## src/rtl/ps2_key_event_rx.sv

```systemverilog
// Purpose : PS/2 keyboard receiver; filters the PS/2 clock, deframes bytes and folds E0/F0 prefixes into key events.
// Latency : key_valid/keycode/frame_err register one clk after the stop-bit falling edge is detected (edge detect <= FILTER_LEN+3 clk after pin falls).
// Backpressure: none; the PS/2 device cannot be stalled, so events are single-cycle pulses that must be consumed when seen.
//
// Ports:
//   clk        system clock (50 MHz nominal), rising edge
//   rst        synchronous active-high reset
//   ps2_clk    raw PS/2 clock pin (asynchronous)
//   ps2_data   raw PS/2 data pin (asynchronous)
//   key_code   scan code of the last emitted event
//   key_ext    last event was preceded by E0
//   key_break  last event was preceded by F0 (key release)
//   key_valid  one-cycle event strobe
//   keycode    {previous byte, latest byte} of the raw accepted byte stream
//   frame_err  one-cycle strobe on a rejected or timed-out frame
//
// Build option: define PS2_PARITY_CHECK_EN to reject frames whose data+parity bits are not odd parity.
module ps2_key_event_rx #(
   parameter int FILTER_LEN     = 8,
   parameter int TIMEOUT_CYCLES = 100000
) (
   input  logic        clk,
   input  logic        rst,
   input  logic        ps2_clk,
   input  logic        ps2_data,
   output logic [7:0]  key_code,
   output logic        key_ext,
   output logic        key_break,
   output logic        key_valid,
   output logic [15:0] keycode,
   output logic        frame_err
);

   localparam int FW = $clog2(FILTER_LEN + 1);
   localparam int TW = $clog2(TIMEOUT_CYCLES + 1);

   typedef enum logic [1:0] {IDLE, DATA, PARITY, STOP} state_t;

   // synchronizers and clock filter; all idle-high after reset
   logic          clk_s1, clk_s2;
   logic          dat_s1, dat_s2;
   logic          filt_clk, filt_clk_d;
   logic [FW-1:0] filt_cnt;
   logic          fall;

   always_ff @(posedge clk) begin
      if (rst) begin
         clk_s1     <= 1'b1;
         clk_s2     <= 1'b1;
         dat_s1     <= 1'b1;
         dat_s2     <= 1'b1;
         filt_clk   <= 1'b1;
         filt_clk_d <= 1'b1;
         filt_cnt   <= '0;
      end else begin
         clk_s1     <= ps2_clk;
         clk_s2     <= clk_s1;
         dat_s1     <= ps2_data;
         dat_s2     <= dat_s1;
         filt_clk_d <= filt_clk;
         // count consecutive samples that disagree with the filtered level;
         // any agreeing sample restarts the run, so short glitches vanish
         if (clk_s2 == filt_clk) begin
            filt_cnt <= '0;
         end else if (filt_cnt == FW'(FILTER_LEN - 1)) begin
            filt_clk <= clk_s2;
            filt_cnt <= '0;
         end else begin
            filt_cnt <= filt_cnt + 1'b1;
         end
      end
   end

   assign fall = filt_clk_d & ~filt_clk;

   // frame state
   state_t        state;
   logic [2:0]    bit_cnt;
   logic [7:0]    shift;
   logic          par_bit;
   logic          ext_pend, brk_pend;
   logic [TW-1:0] tcnt;
   logic          par_ok;

`ifdef PS2_PARITY_CHECK_EN
   assign par_ok = ^{shift, par_bit};
`else
   // parity bit is still captured, it just never gates acceptance
   assign par_ok = par_bit | ~par_bit;
`endif

   always_ff @(posedge clk) begin
      if (rst) begin
         state     <= IDLE;
         bit_cnt   <= '0;
         shift     <= '0;
         par_bit   <= 1'b0;
         ext_pend  <= 1'b0;
         brk_pend  <= 1'b0;
         tcnt      <= '0;
         key_code  <= '0;
         key_ext   <= 1'b0;
         key_break <= 1'b0;
         key_valid <= 1'b0;
         keycode   <= '0;
         frame_err <= 1'b0;
      end else begin
         key_valid <= 1'b0;
         frame_err <= 1'b0;
         if (fall) begin
            tcnt <= '0;
            case (state)
               IDLE: begin
                  // a sampled 1 here is line noise, not a start bit
                  if (!dat_s2) begin
                     state   <= DATA;
                     bit_cnt <= '0;
                  end
               end
               DATA: begin
                  shift   <= {dat_s2, shift[7:1]};
                  bit_cnt <= bit_cnt + 3'd1;
                  if (bit_cnt == 3'd7) state <= PARITY;
               end
               PARITY: begin
                  par_bit <= dat_s2;
                  state   <= STOP;
               end
               STOP: begin
                  state <= IDLE;
                  if (dat_s2 && par_ok) begin
                     keycode <= {keycode[7:0], shift};
                     if (shift == 8'hE0) begin
                        ext_pend <= 1'b1;
                     end else if (shift == 8'hF0) begin
                        brk_pend <= 1'b1;
                     end else begin
                        key_code  <= shift;
                        key_ext   <= ext_pend;
                        key_break <= brk_pend;
                        key_valid <= 1'b1;
                        ext_pend  <= 1'b0;
                        brk_pend  <= 1'b0;
                     end
                  end else begin
                     frame_err <= 1'b1;
                     ext_pend  <= 1'b0;
                     brk_pend  <= 1'b0;
                  end
               end
               default: state <= IDLE;
            endcase
         end else if (state != IDLE) begin
            // a stalled device abandons the frame and any pending prefix
            if (tcnt == TW'(TIMEOUT_CYCLES - 1)) begin
               state     <= IDLE;
               tcnt      <= '0;
               frame_err <= 1'b1;
               ext_pend  <= 1'b0;
               brk_pend  <= 1'b0;
            end else begin
               tcnt <= tcnt + 1'b1;
            end
         end
      end
   end

endmodule

```

## config.mk

```make
export PLATFORM = sky130hd
export DESIGN_NAME = ps2_key_event_rx
export DESIGN_NICKNAME = d
export VERILOG_FILES = /design/src/rtl/ps2_key_event_rx.sv
export SDC_FILE = /design/constraint.sdc
export NUM_CORES = 1
export LEC_CHECK = 0
export BUFFER_PORTS_ARGS = -buffer_cell sky130_fd_sc_hd__buf_4
export CAP_MARGIN = 20
export CORE_UTILIZATION = 25
export CTS_CLUSTER_SIZE = 24
export DETAILED_ROUTE_END_ITERATION = 6
export SLEW_MARGIN = 20
export SYNTH_ARGS = -nofsm -noshare
export SYNTH_HDL_FRONTEND = slang
export SYNTH_SLANG_ARGS = --single-unit
```

## constraint.sdc

```tcl
create_clock -name clk -period 1.6 [get_ports clk]
set_input_delay 0.08 -clock clk [delete_from_list [all_inputs] [get_ports clk]]
set_output_delay 0.08 -clock clk [all_outputs]
set_load 0.01 [all_outputs]
```

# Word level (Yosys, flattened, before mapping)
# Cells that the tools add are included.
[classes]
n_addsub = 3
n_eq_ne = 15
muxes = 27
n_bitwise = 8
n_reduce_logical = 16
[ops]
columns = ["operator", "count"]
rows = [
  ["$mux W1", 18],
  ["$add A17 B1 Y17 const B", 1],
  ["$eq A17 B17 Y1 const B", 1],
  ["$mux W17", 1],
  ["$eq A8 B8 Y1 const B", 2],
  ["$reduce_and A4 Y1", 3],
  ["$mux W2", 5],
  ["$ne A3 B3 Y1 const B", 3],
  ["$pmux W2 S4", 1],
  ["$reduce_bool A2 Y1", 4],
  ["$not A1 Y1", 7],
  ["$pmux W3 S2", 1],
  ["$reduce_and A3 Y1", 2],
  ["$reduce_and A5 Y1", 1],
  ["$reduce_or A5 Y1", 1],
  ["$add A4 B1 Y4 const B", 1],
  ["$eq A2 B2 Y1 const B", 2],
  ["$eq A4 B3 Y1 const B", 1],
  ["$ne A4 B4 Y1 const B", 1],
  ["$reduce_and A2 Y1", 2],
  ["$add A3 B1 Y3 const B", 1],
  ["$eq A3 B3 Y1 const B", 1],
  ["$mux W3", 1],
  ["$reduce_or A3 Y1", 1],
  ["other kinds (7)", 7],
]
[word_totals]
ff_bits = 70
inputBits = 4
output_inout_bits = 28

# Longest topological paths before layout
[depth]
word_depth = 6
depth_mapped = 7
mapped_depth_nobuf = 6

# Worst setup path after synthesis
# OpenSTA, ideal clock, no wires.
[synth_path]
kind = "register -> register"
start = "register state[0]"
end = "register state[0]"
arrival_ns = 1.599
required_time_ns = 1.477
slack_ns = -0.123
path_stages_with_launch = 8
path_buffers = 1
path_cell_list = "dfxtp_1 > inv_1 > ha_1 > and4b_1 > buf_4 > a21oi_1 > a211oi_2 > mux2_1"
[synth_via]
elab_chain_cells = 3
elab_cells_between_ends = 11
cone_classes = "eq/ne: 5; mux: 2; reduce/logical: 4"
[synth_rtl]
columns = ["item", "line", "text"]
rows = [
  ["start, declared", "77", "state_t state;"],
  ["start signal, assigned", "94", "state <= IDLE;"],
  ["start signal, assigned", "116", "state <= DATA;"],
  ["start signal, assigned", "123", "if (bit_cnt == 3'd7) state <= PARITY;"],
  ["$eq A2 B1 Y1, or another cell as far along", "112", "case (state)"],
  ["$ne A3 B3 Y1 (no line), or another cell as far along", "n/a", ""],
  ["$reduce_and A4 Y1 (no line) / $mux W2 (equally long branches)", "n/a", ""],
]
# Parallel ways exist; a longest one is shown, timed or not.
# A chain may end at the register's enable or synchronous reset.

# Final worst setup path
# Same ends and word-level chain as after synthesis.

==> qor.csv <==
stage,metric,value,unit
place,placed cell count,503,
outcome,failing checks,setup timing,
worst_setup_path,Worst R2R Start,state[0]$_SDFFE_PP0P_,
pwr,Clock power frac,52.8,%
drt,First DRT Iteration DRCs,73,
clock_tree,CTS tree,done,
worst_setup_path,CP startpoint kind,flop,
grt,Tot GR Track Use,11.2,%
pwr,Leakage Power,1.49,nW
synth,"EDFF count, synth",0,
worst_setup_path,top fanout value on the critical path,5,
grt,first-pass GRT wire length,10.4,mm
timing,setup ws final,-0.0143,ns
die,num rows,38,
timing,RSZ-0062 raised after global routing,yes,
timing,Relative slew margins,73.1,%
synth,Post-Synthesis Cells,326,
pwr,Pwr Density,1010,nW/µm²
final_layout,fin nets,395,
worst_setup_path,Worst path depth,6,
clock_tree,H-tree levels,3,
final_layout,antenna cells,0,
clock_tree,Bufs on Longest Clock Path,2,
outcome,outcome,"complete, but fails checks",
worst_setup_path,worst path cell trace,"inv_2, ha_4, and4b_2, a21oi_2, a211oi_2, mux2_1",
clock_tree,Root Buffer,clkbuf_16,
worst_setup_path,"Slowest-stage cell, CP",dfxtp_2,
worst_setup_path,reg2reg setup slack,-0.01,ns
timing,Final Hold Viols,0,
synth,dominant cells by area after synthesis,"dfxtp_1 49%, nand2_1 7.9%, a21oi_1 7.1%",
drt,Via Count,2385,
pwr,total power,3.82,mW
synth,"Seq/Total Area, Yosys",49.4,%
grt,"Most Used Layer, Global Route",met2,
drt,wire length per cell,11.7,µm
synth,"FF+latch count, synth",70,
die,Die Wd,108,µm
synth,Post-synth top cells,"70 x dfxtp_1, 60 x nand2_1, 40 x a21oi_1",
drt,post-route ant nets,0,
run,Max-Cap Viols,0,
worst_setup_path,crit end category,flop,
final_layout,Final Cell Area,3800,µm²
grt,Congestion Overflow GR,0,
worst_setup_path,CP bufs+invs,1,
synth,Ys Warns,0,
synth,Mapped Nets,338,
final_layout,final cell count without fillers,528,
worst_setup_path,CP required,1.81,ns
grt,vias in the first global route,2302,
die,IO Count,32,
synth,async set-or-reset flop fraction in the synthesized netlist,0,%
pwr,sw frac,20.8,%
synth,Mean Syn Cell Area,8.70,µm²
die,Core Box Area,10900,µm²
final_layout,P&R area growth vs syn,33.9,%
grt,met2 usage,16.9,%
final_layout,share of layout cells above drive strength 1,27.8,%
worst_hold_path,hold depth,2,
place,count of input and output buffers,31,
clock_tree,clock latency on the worst-skew pair,0.33,ns
pwr,cell internal pwr,3.03,mW
die,die height,108,µm
worst_setup_path,WS Path Type,reg2reg,
worst_setup_path,Top delay family on crit path,flip-flops,
drt,Residual DRC,0,
worst_setup_path,FF-to-FF path depth,6,
timing,final setup fails,1,
place,DP Area,3370,µm²
synth,Synth Cell Area,2840,µm²
grt,initial antenna violation count,0,
timing,clock skew,0.00835,ns
pwr,Sequential Power Share,45.8,%
pwr,Max IR drop VDD,0.582,mV
clock_tree,Num Clock Sinks,70,
clock_tree,TritonCTS Buffers,9,
worst_hold_path,WHS Endpoint,bit_cnt[2]$_SDFFE_PP0P_,
pwr,NetSw,0.795,mW
worst_setup_path,slowest cell delay on critical path,0.35,ns
timing,setup TNS,-0.0143,ns
timing,Final Cycle Share,101,%
drt,vias per inst,4.52,
grt,grt met1 use,14.3,%
drt,final wirelength,6.17,mm
worst_hold_path,hold crit path type,in2reg,
drt,Pre-antenna DRT Iters,4,
worst_setup_path,worst reg2reg endpoint,state[0]$_SDFFE_PP0P_,
place,final RePlAce weighted congestion,0.789,
timing,max-slew violation count,0,
pwr,Comb power frac,1.4,%
timing,hold_ws,0.124,ns
synth,"area leader, netlist",dfxtp_1,
worst_setup_path,Crit path arrival time,1.82,ns
timing,shortest period the worst path allows,1.61,ns
grt,largest net degree at the start of global routing,31,
synth,top_reg_cell synth,dfxtp_1,
clock_tree,clock-pin slew on the worst setup and hold paths,0.05,ns
die,Starting Density,25.9,%
die,die area,11800,µm²
place,hpwl dp,4.18,mm
timing,worst slew pin tran,0.400,ns
synth,Netlist cell types,42,
timing,Max Clock Freq,619,MHz
grt,grt met3 use,3.44,%
worst_hold_path,Hold Startpoint,rst,
synth,top-area cell type share of the netlist area,49.4,%
synth,most common cell in the netlist,dfxtp_1,
[through the flow]
stage / setup WS (ns) / util (%)
2_1_floorplan: 0.00692 / -
3_3_place_gp: 0.0421 / 30.9
3_5_place_dp: -0.00822 / 30.9
4_1_cts: -0.0133 / 34.4
5_1_grt: -0.0864 / 34.7
6_report: -0.0143 / 34.7
[worst max-delay path by stage]
stage | startpoint | end | slack (ns)
after detailed placement | state[1]$_SDFFE_PP0P_ | tcnt[16]$_SDFFE_PP0N_ | -0.008
after floorplan | state[0]$_SDFFE_PP0P_ | state[0]$_SDFFE_PP0P_ | 0.007
after CTS | state[0]$_SDFFE_PP0P_ | state[0]$_SDFFE_PP0P_ | -0.01
after global placement | state[1]$_SDFFE_PP0P_ | state[0]$_SDFFE_PP0P_ | 0.04
after global routing | state[0]$_SDFFE_PP0P_ | state[0]$_SDFFE_PP0P_ | -0.09
final | state[0]$_SDFFE_PP0P_ | state[0]$_SDFFE_PP0P_ | -0.01
[area by class of cell]
type	instances	area, µm²
fillers	1142	7140
clock inverters	6	68.8
flip-flops and latches	70	1400
repair buffers	66	520
well taps	140	175
clock buffers	10	239
inverters	2	7.51
multi-input cells	234	1380
[sequential cells by signal, indices dropped and copies added (netlist names), 2 cells and up]
name,cells
tcnt,17
state,2
bit_cnt,3
shift,8
filt_cnt,4
key_code,8
keycode,16
[per-layer routing]
layer / wire length [µm] / part of all wire (%) / up-vias
met3: 212 / 3.4 / 9
met2: 2820 / 46 / 28
met1: 3030 / 49 / 1122
li1: - / - / 1226
met5: 0 / 0 / -
met4: 110 / 1.8 / 0
[power groups by stage]
stage                     Clock (mW)  Sequential, mW  Combinational [mW]
after global placement             0            1.79              0.0482
final                           2.02            1.75              0.0527
after detailed placement           0            1.79              0.0488
after global routing            2.14            1.75              0.0591
after floorplan                    0            1.79              0.0324
after CTS                       2.08            1.75              0.0531
[logic make-up after synthesis]
logic type | synth area share (%)
AOI/OAI and AO/OA | 11.3
xor gates and xnor gates | 4.63
adders and majority gates | 3.53
buffers and inverters | 3.49
DFF | 49.4
muxes | 1.10
and+or+nand+nor | 26.6
[cell usage in the layout, fill, tap and decap left out, drive strengths merged, types with 8 or more instances in the layout]
cell type	n
dfxtp	70
buf	64
nand2	60
a21oi	40
nor2	27
nand3	18
xor2	10
clkbuf	10
ha	8
[repair_timing]
action,CTS,global route
setup endpoints to repair,2,33
pin swaps,2,5
setup buffers,6,2
endpoints found under the hold margin,2,0
hold buffers,2,0
gates resized for setup,4,9
Note: power is estimated with default switching activity, not from simulation.
